## src/rtl/mkd_pkg.sv

```systemverilog
// ---------------------------------------------------------------------------
// mkd_pkg: shared helpers, default widths and key-state type for multi_key_debouncer
// Revision: 1.0
// ---------------------------------------------------------------------------
`default_nettype none

package mkd_pkg;

    function automatic int clog2(input int value);
        int w;
        w = 0;
        for (int i = 0; i < 31; i++) begin
            if ((32'd1 << w) < value) begin
                w = w + 1;
            end
        end
        if (w < 1) begin
            w = 1;
        end
        return w;
    endfunction

    localparam int C_TICK_DIV_DEF     = 2048;
    localparam int C_STABLE_CNT_DEF   = 4;
    localparam int C_HOLD_TICKS_DEF   = 255;
    localparam int C_REPEAT_TICKS_DEF = 64;

    localparam int C_PRESCALE_W = clog2(C_TICK_DIV_DEF);
    localparam int C_STABLE_W   = clog2(C_STABLE_CNT_DEF + 1);
    localparam int C_HOLD_W     = clog2(C_HOLD_TICKS_DEF + 1);
    localparam int C_REPEAT_W   = clog2(C_REPEAT_TICKS_DEF + 1);

    typedef struct packed {
        logic                  level;
        logic [C_STABLE_W-1:0] stable_cnt;
        logic [C_HOLD_W-1:0]   hold_cnt;
    } key_state_t;

endpackage

`default_nettype wire

```

## src/rtl/key_debounce_channel.sv

```systemverilog
// ---------------------------------------------------------------------------
// key_debounce_channel: one key's synchroniser, stable-count filter, edges and hold window
// Optional auto-repeat when AUTO_REPEAT_EN is defined.  Revision: 1.0
// ---------------------------------------------------------------------------
`default_nettype none

module key_debounce_channel
    import mkd_pkg::*;
#(
    parameter int STABLE_CNT   = C_STABLE_CNT_DEF,
    parameter int HOLD_TICKS   = C_HOLD_TICKS_DEF,
    parameter int REPEAT_TICKS = C_REPEAT_TICKS_DEF
) (
    input  logic CLK,
    input  logic RESET,
    input  logic TICK,
    input  logic KEY_N,
    output logic KEY_LEVEL,
    output logic KEY_PRESS,
    output logic KEY_RELEASE,
    output logic KEY_HOLD
);

    localparam int C_SW = clog2(STABLE_CNT + 1);
    localparam int C_HW = clog2(HOLD_TICKS + 1);
    localparam logic [C_SW-1:0] C_STABLE_LAST = C_SW'(STABLE_CNT - 1);
    localparam logic [C_HW-1:0] C_HOLD_LOAD   = C_HW'(HOLD_TICKS);

    logic            r_sync1;
    logic            r_sync2;
    logic            r_level;
    logic [C_SW-1:0] r_stable_cnt;
    logic [C_HW-1:0] r_hold_cnt;
    logic            r_press;
    logic            r_release;

    logic w_sample;
    logic w_differs;
    logic w_toggle;
    logic w_rise;
    logic w_fall;
    logic w_press_evt;

    assign w_sample  = ~r_sync2;
    assign w_differs = (w_sample != r_level);
    // The count-reaching-STABLE_CNT step toggles instead of storing, so the counter never exceeds STABLE_CNT-1.
    assign w_toggle  = TICK && w_differs && (r_stable_cnt >= C_STABLE_LAST);
    assign w_rise    = w_toggle && !r_level;
    assign w_fall    = w_toggle && r_level;

`ifdef AUTO_REPEAT_EN
    localparam int C_RW = clog2(REPEAT_TICKS + 1);
    localparam logic [C_RW-1:0] C_REPEAT_LAST = C_RW'(REPEAT_TICKS - 1);

    logic [C_RW-1:0] r_repeat_cnt;
    logic            w_repeat;

    assign w_repeat    = TICK && r_level && !w_fall && (r_repeat_cnt == C_REPEAT_LAST);
    assign w_press_evt = w_rise || w_repeat;

    always_ff @(posedge CLK or negedge RESET) begin
        if (!RESET) begin
            r_repeat_cnt <= '0;
        end else if (!r_level || w_fall || w_repeat) begin
            r_repeat_cnt <= '0;
        end else if (TICK) begin
            r_repeat_cnt <= r_repeat_cnt + 1'b1;
        end
    end
`else
    assign w_press_evt = w_rise;
`endif

    always_ff @(posedge CLK or negedge RESET) begin
        if (!RESET) begin
            r_sync1      <= 1'b1;
            r_sync2      <= 1'b1;
            r_level      <= 1'b0;
            r_stable_cnt <= '0;
            r_hold_cnt   <= '0;
            r_press      <= 1'b0;
            r_release    <= 1'b0;
        end else begin
            r_sync1   <= KEY_N;
            r_sync2   <= r_sync1;
            r_press   <= w_press_evt;
            r_release <= w_fall;

            if (TICK) begin
                if (!w_differs || w_toggle) begin
                    r_stable_cnt <= '0;
                end else begin
                    r_stable_cnt <= r_stable_cnt + 1'b1;
                end
                if (w_toggle) begin
                    r_level <= ~r_level;
                end
            end

            if (w_press_evt) begin
                r_hold_cnt <= C_HOLD_LOAD;
            end else if (TICK && (r_hold_cnt != '0)) begin
                r_hold_cnt <= r_hold_cnt - 1'b1;
            end
        end
    end

    assign KEY_LEVEL   = r_level;
    assign KEY_PRESS   = r_press;
    assign KEY_RELEASE = r_release;
    assign KEY_HOLD    = (r_hold_cnt != '0);

endmodule

`default_nettype wire

```

## src/rtl/multi_key_debouncer.sv

```systemverilog
// ---------------------------------------------------------------------------
// multi_key_debouncer: shared sample-tick prescaler feeding N_KEYS debounce channels
// Optional auto-repeat when AUTO_REPEAT_EN is defined.  Revision: 1.0
// ---------------------------------------------------------------------------
`default_nettype none

module multi_key_debouncer
    import mkd_pkg::*;
#(
    parameter int N_KEYS       = 4,
    parameter int TICK_DIV     = C_TICK_DIV_DEF,
    parameter int STABLE_CNT   = C_STABLE_CNT_DEF,
    parameter int HOLD_TICKS   = C_HOLD_TICKS_DEF,
    parameter int REPEAT_TICKS = C_REPEAT_TICKS_DEF
) (
    input  logic              CLK,
    input  logic              RESET,
    input  logic [N_KEYS-1:0] KEY_N,
    output logic [N_KEYS-1:0] KEY_LEVEL,
    output logic [N_KEYS-1:0] KEY_PRESS,
    output logic [N_KEYS-1:0] KEY_RELEASE,
    output logic [N_KEYS-1:0] KEY_HOLD,
    output logic              TICK
);

    localparam int C_PW = clog2(TICK_DIV);
    localparam logic [C_PW-1:0] C_PRESCALE_LAST = C_PW'(TICK_DIV - 1);

    logic [C_PW-1:0] r_prescale;
    logic            w_tick;

    assign w_tick = (r_prescale == C_PRESCALE_LAST);

    always_ff @(posedge CLK or negedge RESET) begin
        if (!RESET) begin
            r_prescale <= '0;
        end else if (w_tick) begin
            r_prescale <= '0;
        end else begin
            r_prescale <= r_prescale + 1'b1;
        end
    end

    assign TICK = w_tick;

    for (genvar g = 0; g < N_KEYS; g++) begin : g_key
        key_debounce_channel #(
            .STABLE_CNT   (STABLE_CNT),
            .HOLD_TICKS   (HOLD_TICKS),
            .REPEAT_TICKS (REPEAT_TICKS)
        ) u_channel (
            .CLK         (CLK),
            .RESET       (RESET),
            .TICK        (w_tick),
            .KEY_N       (KEY_N[g]),
            .KEY_LEVEL   (KEY_LEVEL[g]),
            .KEY_PRESS   (KEY_PRESS[g]),
            .KEY_RELEASE (KEY_RELEASE[g]),
            .KEY_HOLD    (KEY_HOLD[g])
        );
    end

endmodule

`default_nettype wire

```

## config.mk

```make
export PLATFORM = sky130hd
export DESIGN_NAME = multi_key_debouncer
export DESIGN_NICKNAME = d
export VERILOG_FILES = /design/src/rtl/mkd_pkg.sv /design/src/rtl/key_debounce_channel.sv /design/src/rtl/multi_key_debouncer.sv
export SDC_FILE = /design/constraint.sdc
export NUM_CORES = 1
export LEC_CHECK = 0
export ABC_AREA = 0
export BUFFER_PORTS_ARGS = -buffer_cell sky130_fd_sc_hd__buf_2
export CORE_ASPECT_RATIO = 1.5
export CORE_UTILIZATION = 30
export DETAILED_ROUTE_END_ITERATION = 7
export GPL_ROUTABILITY_DRIVEN = 0
export PLACE_DENSITY = 0.56
export SLEW_MARGIN = 20
export SYNTH_ARGS = -nofsm -noshare
export SYNTH_HDL_FRONTEND = slang
export SYNTH_SLANG_ARGS = --single-unit
```

## constraint.sdc

```tcl
create_clock -name CLK -period 1.8 [get_ports CLK]
set_clock_uncertainty 0.05 [all_clocks]
set_input_delay 0.27 -clock CLK [delete_from_list [all_inputs] [get_ports CLK]]
set_output_delay 0.27 -clock CLK [all_outputs]
set_load 0.005 [all_outputs]
```

# == Word-level counts from Yosys, hierarchy flattened ==
# Index checks and enable logic that the tools add are counted.
# Widths: inputs -> output; s select.
# totals
wordCells,112
regBits,75
out_inout_bits,17
# op_classes
n_reduce_logical,44
bitwise_logic,8
order_cmp,4
n_eq_ne,5
add_sub_neg,9
muxes,13
# op_table
operator,count
$mux 8,8
$reduce_bool 8->1,4
$sub 8x1->8 const B,4
$logic_and 1x1->1,20
$add 3x1->3 const B,4
$ge 3x2->1 const B,4
$mux 3,4
$add 11x1->11 const B,1
$eq 11x11->1 const B,1
$mux 11,1
$logic_not 1->1,8
$not 1->1,8
$reduce_and 2->1,4
$reduce_bool 2->1,4
$logic_or 1x1->1,4
$ne 1x1->1,4

# == Logic depth before layout (Yosys ltp) ==
# Gate-level depths: netlist of the first run.
# depth
word_depth,6
mapped_depth,8

# == Hierarchy ==
# From an unflattened synthesis of the first run, not the netlist that was laid out.
# unflattened
cells_unflattened,332
area_unflattened_um2,3733.6
# by_module_without_submodules
module,seq_area_each_um2,cells_each,instances,area_per_inst_um2
key_debounce_channel (g_key[0].u_channel ...),402.9,71,3,797.0
key_debounce_channel (g_key[3].u_channel),402.9,72,1,812.0
multi_key_debouncer,275.3,47,1,530.5

# == Least setup slack after synthesis of the first run ==
# No wires, ideal clock.
# synth_timing
path_kind,reg-to-reg
from,register r_prescale[0]
to,register g_key[1].u_channel.r_hold_cnt[3]
required_ns,1.615
path_stages_with_launch,8
t_arrival_ns,1.712
n_path_buf,2
path_slack_ns,-0.098
period_less_slack_ns,1.898
path_cell_list,dfrtp_1 -> ha_1 -> and3_1 -> nand4_1 -> clkbuf_1 -> buf_2 -> o41ai_1 -> nand3_1
# synth_between
elab_chain_len,5
# synth_lines
item,line_no,source
from (decl),multi_key_debouncer.sv:29,logic [C_PW-1:0] r_prescale;
from (signal assigned),multi_key_debouncer.sv:40,r_prescale <= r_prescale + 1'b1;
$eq 11x11->1 (*),multi_key_debouncer.sv:32,assign w_tick = (r_prescale == C_PRESCALE_LAST);
$logic_and 1x1->1 (2 in a row),key_debounce_channel.sv:47,assign w_toggle = TICK && w_differs && (r_stable_cnt >= C_STABLE_LAST);
$logic_and 1x1->1,key_debounce_channel.sv:48,assign w_rise = w_toggle && !r_level;
$mux 8 or $reduce_bool 2->1 (tied branches),--,
to (signal assigned),key_debounce_channel.sv:103,r_hold_cnt <= r_hold_cnt - 1'b1;
to (decl),key_debounce_channel.sv:33,logic [C_HW-1:0] r_hold_cnt;
# Mark *: on every way between the ends. The rest lies on a longest branch, timed or not.
# A chain may end at the register's enable or synchronous reset.

# == Worst setup path after layout of the first run ==
# layout_timing
from,register g_key[2].u_channel.r_hold_cnt[1]
to,register g_key[2].u_channel.r_hold_cnt[6]
# layout_between
elab_chain_len,3
# layout_lines
item,line_no,source
from (decl),key_debounce_channel.sv:33,
from (signal assigned),key_debounce_channel.sv:103,
$sub 8x1->8 or $reduce_bool 8->1 (tied branches),"key_debounce_channel.sv:103, key_debounce_channel.sv:102",
$mux 8 or $logic_and 1x1->1 (tied branches),key_debounce_channel.sv:102,end else if (TICK && (r_hold_cnt != '0)) begin
$mux 8 or $reduce_bool 2->1 (tied branches),--,
# Several ways; a longest one is shown, not always the timed one. The select of a mux whose other input is x is not followed.

==> results.sh, run 1 <==
export IMPL_maxCapViolations=0
export IMPL_gr_total_overflow=0
export IMPL_violations="negative setup slack"
export IMPL_wl_per_cell_um=14.5
export IMPL_core_mm2=0.0121
export IMPL_postSynthAreaPerCell_um2=9.85
export IMPL_nNetsFinal=508
export IMPL_worst_slew_pin_slew_ns=0.562
export IMPL_power_frac_clock_pct=50.5
export IMPL_slew_headroom_pct=62.2
export IMPL_syn_instance_count=381
export IMPL_finalInstanceArea_mm2=0.00527
export IMPL_status="complete, but fails checks"
export IMPL_antenna_cells=0
export IMPL_grt_pass1_wl_um=15300
export IMPL_grt_max_degree=35
export IMPL_hold_viol=0
export IMPL_synth_area_mm2=0.00375
export IMPL_first_pass_iters=4
export IMPL_postRouteAntennaNets=0
export IMPL_post_route_drc_count=0
export IMPL_antenna_found_initial=0
export IMPL_p_int_w=0.00287
export IMPL_grt_pass1_vias=3366
export IMPL_rsz0062_at_grt="true"
export IMPL_first_iter_violations=80
export IMPL_wl_met2_um=4980
export IMPL_switching_power_w=0.000710
export IMPL_p_leak_nw=2.63
export IMPL_ios=23
export IMPL_setup_tns_ns=-0.638
export IMPL_synth_nets=404
export IMPL_p_per_area_mw_per_mm2=680
export IMPL_ys_ff_latch=75
export IMPL_setup_viol_count_final=15
export IMPL_die_w_um=93.3
export IMPL_seqCellArea_mm2=0.00189
export IMPL_grt_usage_pct=15.0
export IMPL_share_seq_of_total_power_pct=47.7
export IMPL_crit_slowest_cell="o41a_2"
export IMPL_drt_total_wl_um=9320
export IMPL_cts_made_buffers=9
export IMPL_num_vias=3256
export IMPL_via_per_inst=5.06
export IMPL_met1_length_um=3750
export IMPL_crit_chain="inv_2, ha_4, nor4b_4, and2_4, buf_6, o41a_2, a211o_1"
export IMPL_most_common_layout_cells="buf_4 (88), dfrtp_1 (67), nand3_1 (33), o21ai_0 (31)"
export IMPL_ir_worst_vdd_uv=412
export IMPL_final_common_cell="buf_4"
export IMPL_dr_max_layer_used="met4"
export IMPL_synth_warning_count=0
export IMPL_pwr_share_comb_pct=1.8
export IMPL_crit_fanout=3
export IMPL_yosysSeqAreaShare_pct=50.3
export IMPL_min_path_type="reg2reg"
export IMPL_finalCritPeriodShare_pct=107
export IMPL_fill_cells=1131
export IMPL_hpwl_um=6070
export IMPL_route_met3_wl_um=267
export IMPL_path_class="reg2reg"
export IMPL_synth_distinct_cells=42
export IMPL_syn_to_final_growth_pct=40.5
export IMPL_initial_core_util_pct=31.1
export IMPL_fp_dieArea_mm2=0.0130
export IMPL_worstPathRequired_ns=1.97
export IMPL_worstSetupStartpointType="flop"
export IMPL_clk_latency_ns=0.33
export IMPL_num_rows=49
export IMPL_period_needed_ns=1.92
export IMPL_cts_tree="built"
export IMPL_postPlaceCellArea_mm2=0.00442
export IMPL_clk_pin_slew_ns=0.06
export IMPL_die_h_um=139
export IMPL_htreeDepth=3
export IMPL_clockBufferDepth=2
export IMPL_setup_slack_ns=-0.122
export IMPL_end_kind="flop"
export IMPL_cts_sinks=75
export IMPL_worst_path_largest_cell_delay_ns=0.46
export IMPL_multiInputGateArea_mm2=0.00181
export IMPL_critPathArrivalTime_ns=2.09
export IMPL_power_total_w=0.00358
export IMPL_port_buffers=22
export IMPL_finalMaxSlewViolations=0
export IMPL_swShare_pct=19.8
export IMPL_fmax_mhz=520
export IMPL_root_buffer="clkbuf_16"
export IMPL_drive_above_1_share_pct=38.4
layer usage:
metal,up-vias,GRT usage (%)
li1,1583,-
met1,1592,16.1
met2,55,26.6
met3,26,2.91
met4,0,8.83
met5,-,0
power groups by stage:
stage	Combinational [W]	Sequential (W)	Clock [W]
detailed placement	0.0000602	0.00174	0
CTS	0.0000690	0.00171	0.00186
global placement	0.0000592	0.00174	0
global route	0.0000769	0.00171	0.00193
floorplan	0.00000731	0.00174	0
finish	0.0000663	0.00171	0.00181
synth_stat cells:
cell,number,area (um^2)
clkbuf_1,6,22.5
nand4_1,6,37.5
o21ai_0,37,185
and2_0,1,6.26
o41a_2,1,12.5
o41ai_1,4,35.0
a21o_1,2,15.0
or4_4,1,11.3
nand3b_1,4,30.0
inv_1,28,105
dfrtp_1,67,1680
a211oi_1,4,30.0
nand2_1,22,82.6
or2_2,4,25.0
xor2_1,4,35.0
or3_4,1,11.3
and2_1,9,56.3
a21boi_0,2,15.0
nor3_1,9,45.0
and4_1,8,70.1
nor4b_1,3,26.3
or3_1,6,37.5
o31ai_1,8,60.1
buf_2,6,30.0
nor2_1,21,78.8
or3b_2,1,8.76
a41oi_1,2,17.5
nor4_1,8,50.1
nand2b_1,1,6.26
a211o_1,1,8.76
a21oi_1,5,25.0
and4_2,1,10.0
o211ai_1,1,7.51
o31a_1,1,8.76
dfstp_2,8,210
ha_1,17,213
and3_1,2,12.5
or4_1,10,75.1
nand3_1,33,165
a31oi_1,6,37.5
buf_4,16,120
xnor2_1,4,35.0
final timing paths:
kind	from	end	slack [ns]	depth (start not counted)
worst min-delay path	g_key[1].u_channel.r_sync1	g_key[1].u_channel.r_sync2	0.31	0
worst min register to register	g_key[1].u_channel.r_sync1	g_key[1].u_channel.r_sync2	0.31	0
min in group asynchronous	RESET	g_key[3].u_channel.KEY_PRESS	0.38	2
worst max register to register	g_key[2].u_channel.r_hold_cnt[1]	g_key[2].u_channel.r_hold_cnt[6]	-0.12	7
max in group asynchronous	RESET	g_key[0].u_channel.r_sync1	0.71	3
worst max-delay path	g_key[2].u_channel.r_hold_cnt[1]	g_key[2].u_channel.r_hold_cnt[6]	-0.12	7
critical path, delay by kind of cell (launching register included):
kind	cells	cell delay [ns]
buffers and inverters	2	0.19
AO/OA/AOI/OAI	2	0.73
flip-flops	1	0.38
AND/OR/NAND/NOR	2	0.30
adder cells (fa/ha/maj)	1	0.16
stage by stage:
stage / setup slack (ns) / instances / hold WS (ns) / utilization [%]
global route: -0.164 / 643 / 0.307 / 43.6
detailed placement: -0.0597 / 591 / 0.201 / 36.6
floorplan: -0.0402 / 381 / -0.0756 / -
finish: -0.122 / 643 / 0.305 / 43.6
global placement: -0.0516 / 591 / 0.198 / 36.6
CTS: -0.109 / 634 / 0.306 / 41.8
sequential cells by signal, summed over array words and instances, names as in the netlist:
| register | count |
|---|---|
| g_key.u_channel.KEY_LEVEL | 4 |
| r_prescale | 11 |
| g_key.u_channel.r_sync1 | 4 |
| g_key.u_channel.r_stable_cnt | 12 |
| g_key.u_channel.KEY_PRESS | 4 |
| g_key.u_channel.r_hold_cnt | 32 |
| g_key.u_channel.r_sync2 | 4 |
| g_key.u_channel.KEY_RELEASE | 4 |
timing repair:
action,CTS,global route
buffers inserted,22,7
hold buffers,5,0
setup endpoints to repair,20,48
resized for setup,38,28
pin swaps,7,9
gates cloned,0,2
endpoints found under the hold margin,30,0
cells by family after synthesis:
logic type	Yosys count	share of synthesized area (%)
buffers and inverters	56	7.41
AOI/OAI and AO/OA	74	12.2
xor gates and xnor gates	8	1.87
and+or+nand+nor	151	22.5
adders and majority gates	17	5.67
DFF	75	50.3
area by class of cell:
cell class,instances,area share [%]
Timing Repair Buffer,121,18.3
Sequential cell,75,35.8
Multi-Input combinational cell,250,34.4
Inverter,28,2.21
Clock inverter,2,0.665
Tap cell,153,3.63
Clock buffer,14,5.01
(Power assumes the default switching activity.)
==> inputs of run 2 (changes only) <==
Settings changed: RECOVER_POWER from default to 100.
==> results.sh, run 2 (synthesized netlist as in run 1, its figures left out) <==
export IMPL_post_route_drc_count=0
export IMPL_die_w_um=93.3
export IMPL_p_per_area_mw_per_mm2=685
export IMPL_finalInstanceArea_mm2=0.00522
export IMPL_largestRegisters="g_key.u_channel.r_hold_cnt (32), g_key.u_channel.r_stable_cnt (12), r_prescale (11)"
export IMPL_num_vias=3253
export IMPL_min_path_type="reg2reg"
export IMPL_nNetsFinal=508
export IMPL_maxCapViolations=0
export IMPL_ir_worst_vdd_uv=413
export IMPL_hpwl_um=6070
export IMPL_grt_max_degree=35
export IMPL_slew_headroom_pct=43.1
export IMPL_largest_register_ffs=32
export IMPL_postRouteAntennaNets=0
export IMPL_first_pass_iters=4
export IMPL_fin_hold_ws_ns=0.305
export IMPL_finalNonFillerCells=643
export IMPL_die_h_um=139
export IMPL_postPlaceCellArea_mm2=0.00442
export IMPL_path_class="reg2reg"
export IMPL_wl_per_cell_um=14.5
export IMPL_ios=23
export IMPL_antenna_cells=0
export IMPL_rsz0062_at_grt="true"
export IMPL_finalCritPeriodShare_pct=107
export IMPL_setup_viol_count_final=15
export IMPL_largest_register="g_key.u_channel.r_hold_cnt"
export IMPL_antenna_found_initial=0
export IMPL_initial_core_util_pct=31.1
export IMPL_htreeDepth=3
export IMPL_cts_sinks=75
export IMPL_place_inst=591
export IMPL_worst_slew_pin_slew_ns=0.854
export IMPL_p_leak_nw=2.57
export IMPL_worstPathRequired_ns=1.97
export IMPL_crit_fanout=3
export IMPL_drive_above_1_share_pct=36.7
export IMPL_final_common_cell="buf_4"
export IMPL_first_iter_violations=106
export IMPL_grt_usage_pct=15.0
export IMPL_clk_latency_ns=0.33
export IMPL_cts_made_buffers=9
export IMPL_hold_viol=0
export IMPL_finalMaxSlewViolations=0
export IMPL_fmax_mhz=520
export IMPL_clockBufferDepth=2
export IMPL_period_needed_ns=1.92
export IMPL_core_mm2=0.0121
export IMPL_cts_tree="built"
export IMPL_worstSetupStartpointType="flop"
export IMPL_min_delay_path_depth=0
export IMPL_most_common_layout_cells="buf_4 (78), dfrtp_1 (67), nand3_1 (33), o21ai_0 (31)"
export IMPL_status="complete, but fails checks"
export IMPL_root_buffer="clkbuf_16"
export IMPL_grt_pass1_vias=3366
export IMPL_power_total_w=0.00358
export IMPL_violations="negative setup slack"
export IMPL_r2r_cells=7
export IMPL_port_buffers=22
export IMPL_end_kind="flop"
export IMPL_grt_pass1_wl_um=15300
export IMPL_setup_slack_ns=-0.122
export IMPL_clk_pin_slew_ns=0.06
export IMPL_fp_dieArea_mm2=0.0130
export IMPL_fill_cells=1141
export IMPL_critPathArrivalTime_ns=2.09
export IMPL_num_rows=49
export IMPL_syn_to_final_growth_pct=39.2
export IMPL_drt_total_wl_um=9330
export IMPL_via_per_inst=5.06
export IMPL_gr_total_overflow=0
## run 2: cell types whose count changed in the layout (fill, tap and decap cells not counted)
cell and change:
buf_2 -3, nand2_4 -1, buf_4 -10, clkbuf_16 -1, clkbuf_8 +1, clkbuf_2 +4
buf_1 +1, clkbuf_1 +7, nand2_2 +1, clkbuf_4 +1
## run 2: area by class of cell
class / instances / area [um^2] / area share, %
Clock buffer: 14 / 264 / 5.06
Clock inverter: 2 / 35.0 / 0.671
Inverter: 28 / 116 / 2.23
Multi-Input combinational cell: 250 / 1810 / 34.6
Sequential cell: 75 / 1890 / 36.1
Tap cell: 153 / 191 / 3.67
Timing Repair Buffer: 121 / 921 / 17.6
## run 2: report_power, final
| group | switching (W) | internal (W) | total [W] |
|---|---|---|---|
| clock | 0.000661 | 0.00115 | 0.00181 |
| sequential | 0.00000511 | 0.00170 | 0.00171 |
| combinational | 0.0000439 | 0.0000183 | 0.0000621 |
| total | 0.000710 | 0.00287 | 0.00358 |
## run 2: worst paths after layout
check                           slack (ns)                        startpoint                                to
worst max-delay path                 -0.12  g_key[2].u_channel.r_hold_cnt[1]  g_key[2].u_channel.r_hold_cnt[6]
worst min-delay path                  0.31        g_key[1].u_channel.r_sync1        g_key[1].u_channel.r_sync2
worst min register to register        0.31        g_key[1].u_channel.r_sync1        g_key[1].u_channel.r_sync2
max in group asynchronous             0.24                             RESET  g_key[1].u_channel.r_hold_cnt[5]
worst max register to register       -0.12  g_key[2].u_channel.r_hold_cnt[1]  g_key[2].u_channel.r_hold_cnt[6]
min in group asynchronous             0.53                             RESET      g_key[3].u_channel.KEY_PRESS
## run 2: critical path, cell delays in order, from the launching register on
cell and delay, ns:
dfrtp_1 0.38, inv_2 0.07, ha_4 0.16, nor4b_4 0.12, and2_4 0.18, buf_6 0.12, o41a_2 0.46, a211o_1 0.27
## run 2: stage by stage
step / utilization (%) / setup TNS [ns] / worst slack (ns)
after floorplan: - / -0.0615 / -0.0402
after global placement: 36.6 / -0.0630 / -0.0516
after detailed placement: 36.6 / -0.270 / -0.0597
after CTS: 41.8 / -0.691 / -0.109
after global routing: 43.2 / -3.18 / -0.164
final: 43.2 / -0.668 / -0.122
## run 2: repair_timing
action                                 4_1_cts  5_1_grt
endpoints found under the hold margin       30        0
hold buffers                                 5        0
setup buffers                               22        7
cloned                                       0        2
pin swaps                                    7        9
setup endpoints to repair                   20       48
resized for setup                           38       28
## run 2: routing by layer
metal  wire length, um  GRT usage (%)  part of all wire, %
met1              3710           16.1                   40
met2              5000           26.6                   54
met3               296           2.91                  3.2
met4               323           8.83                  3.5
met5                 0              0                    0
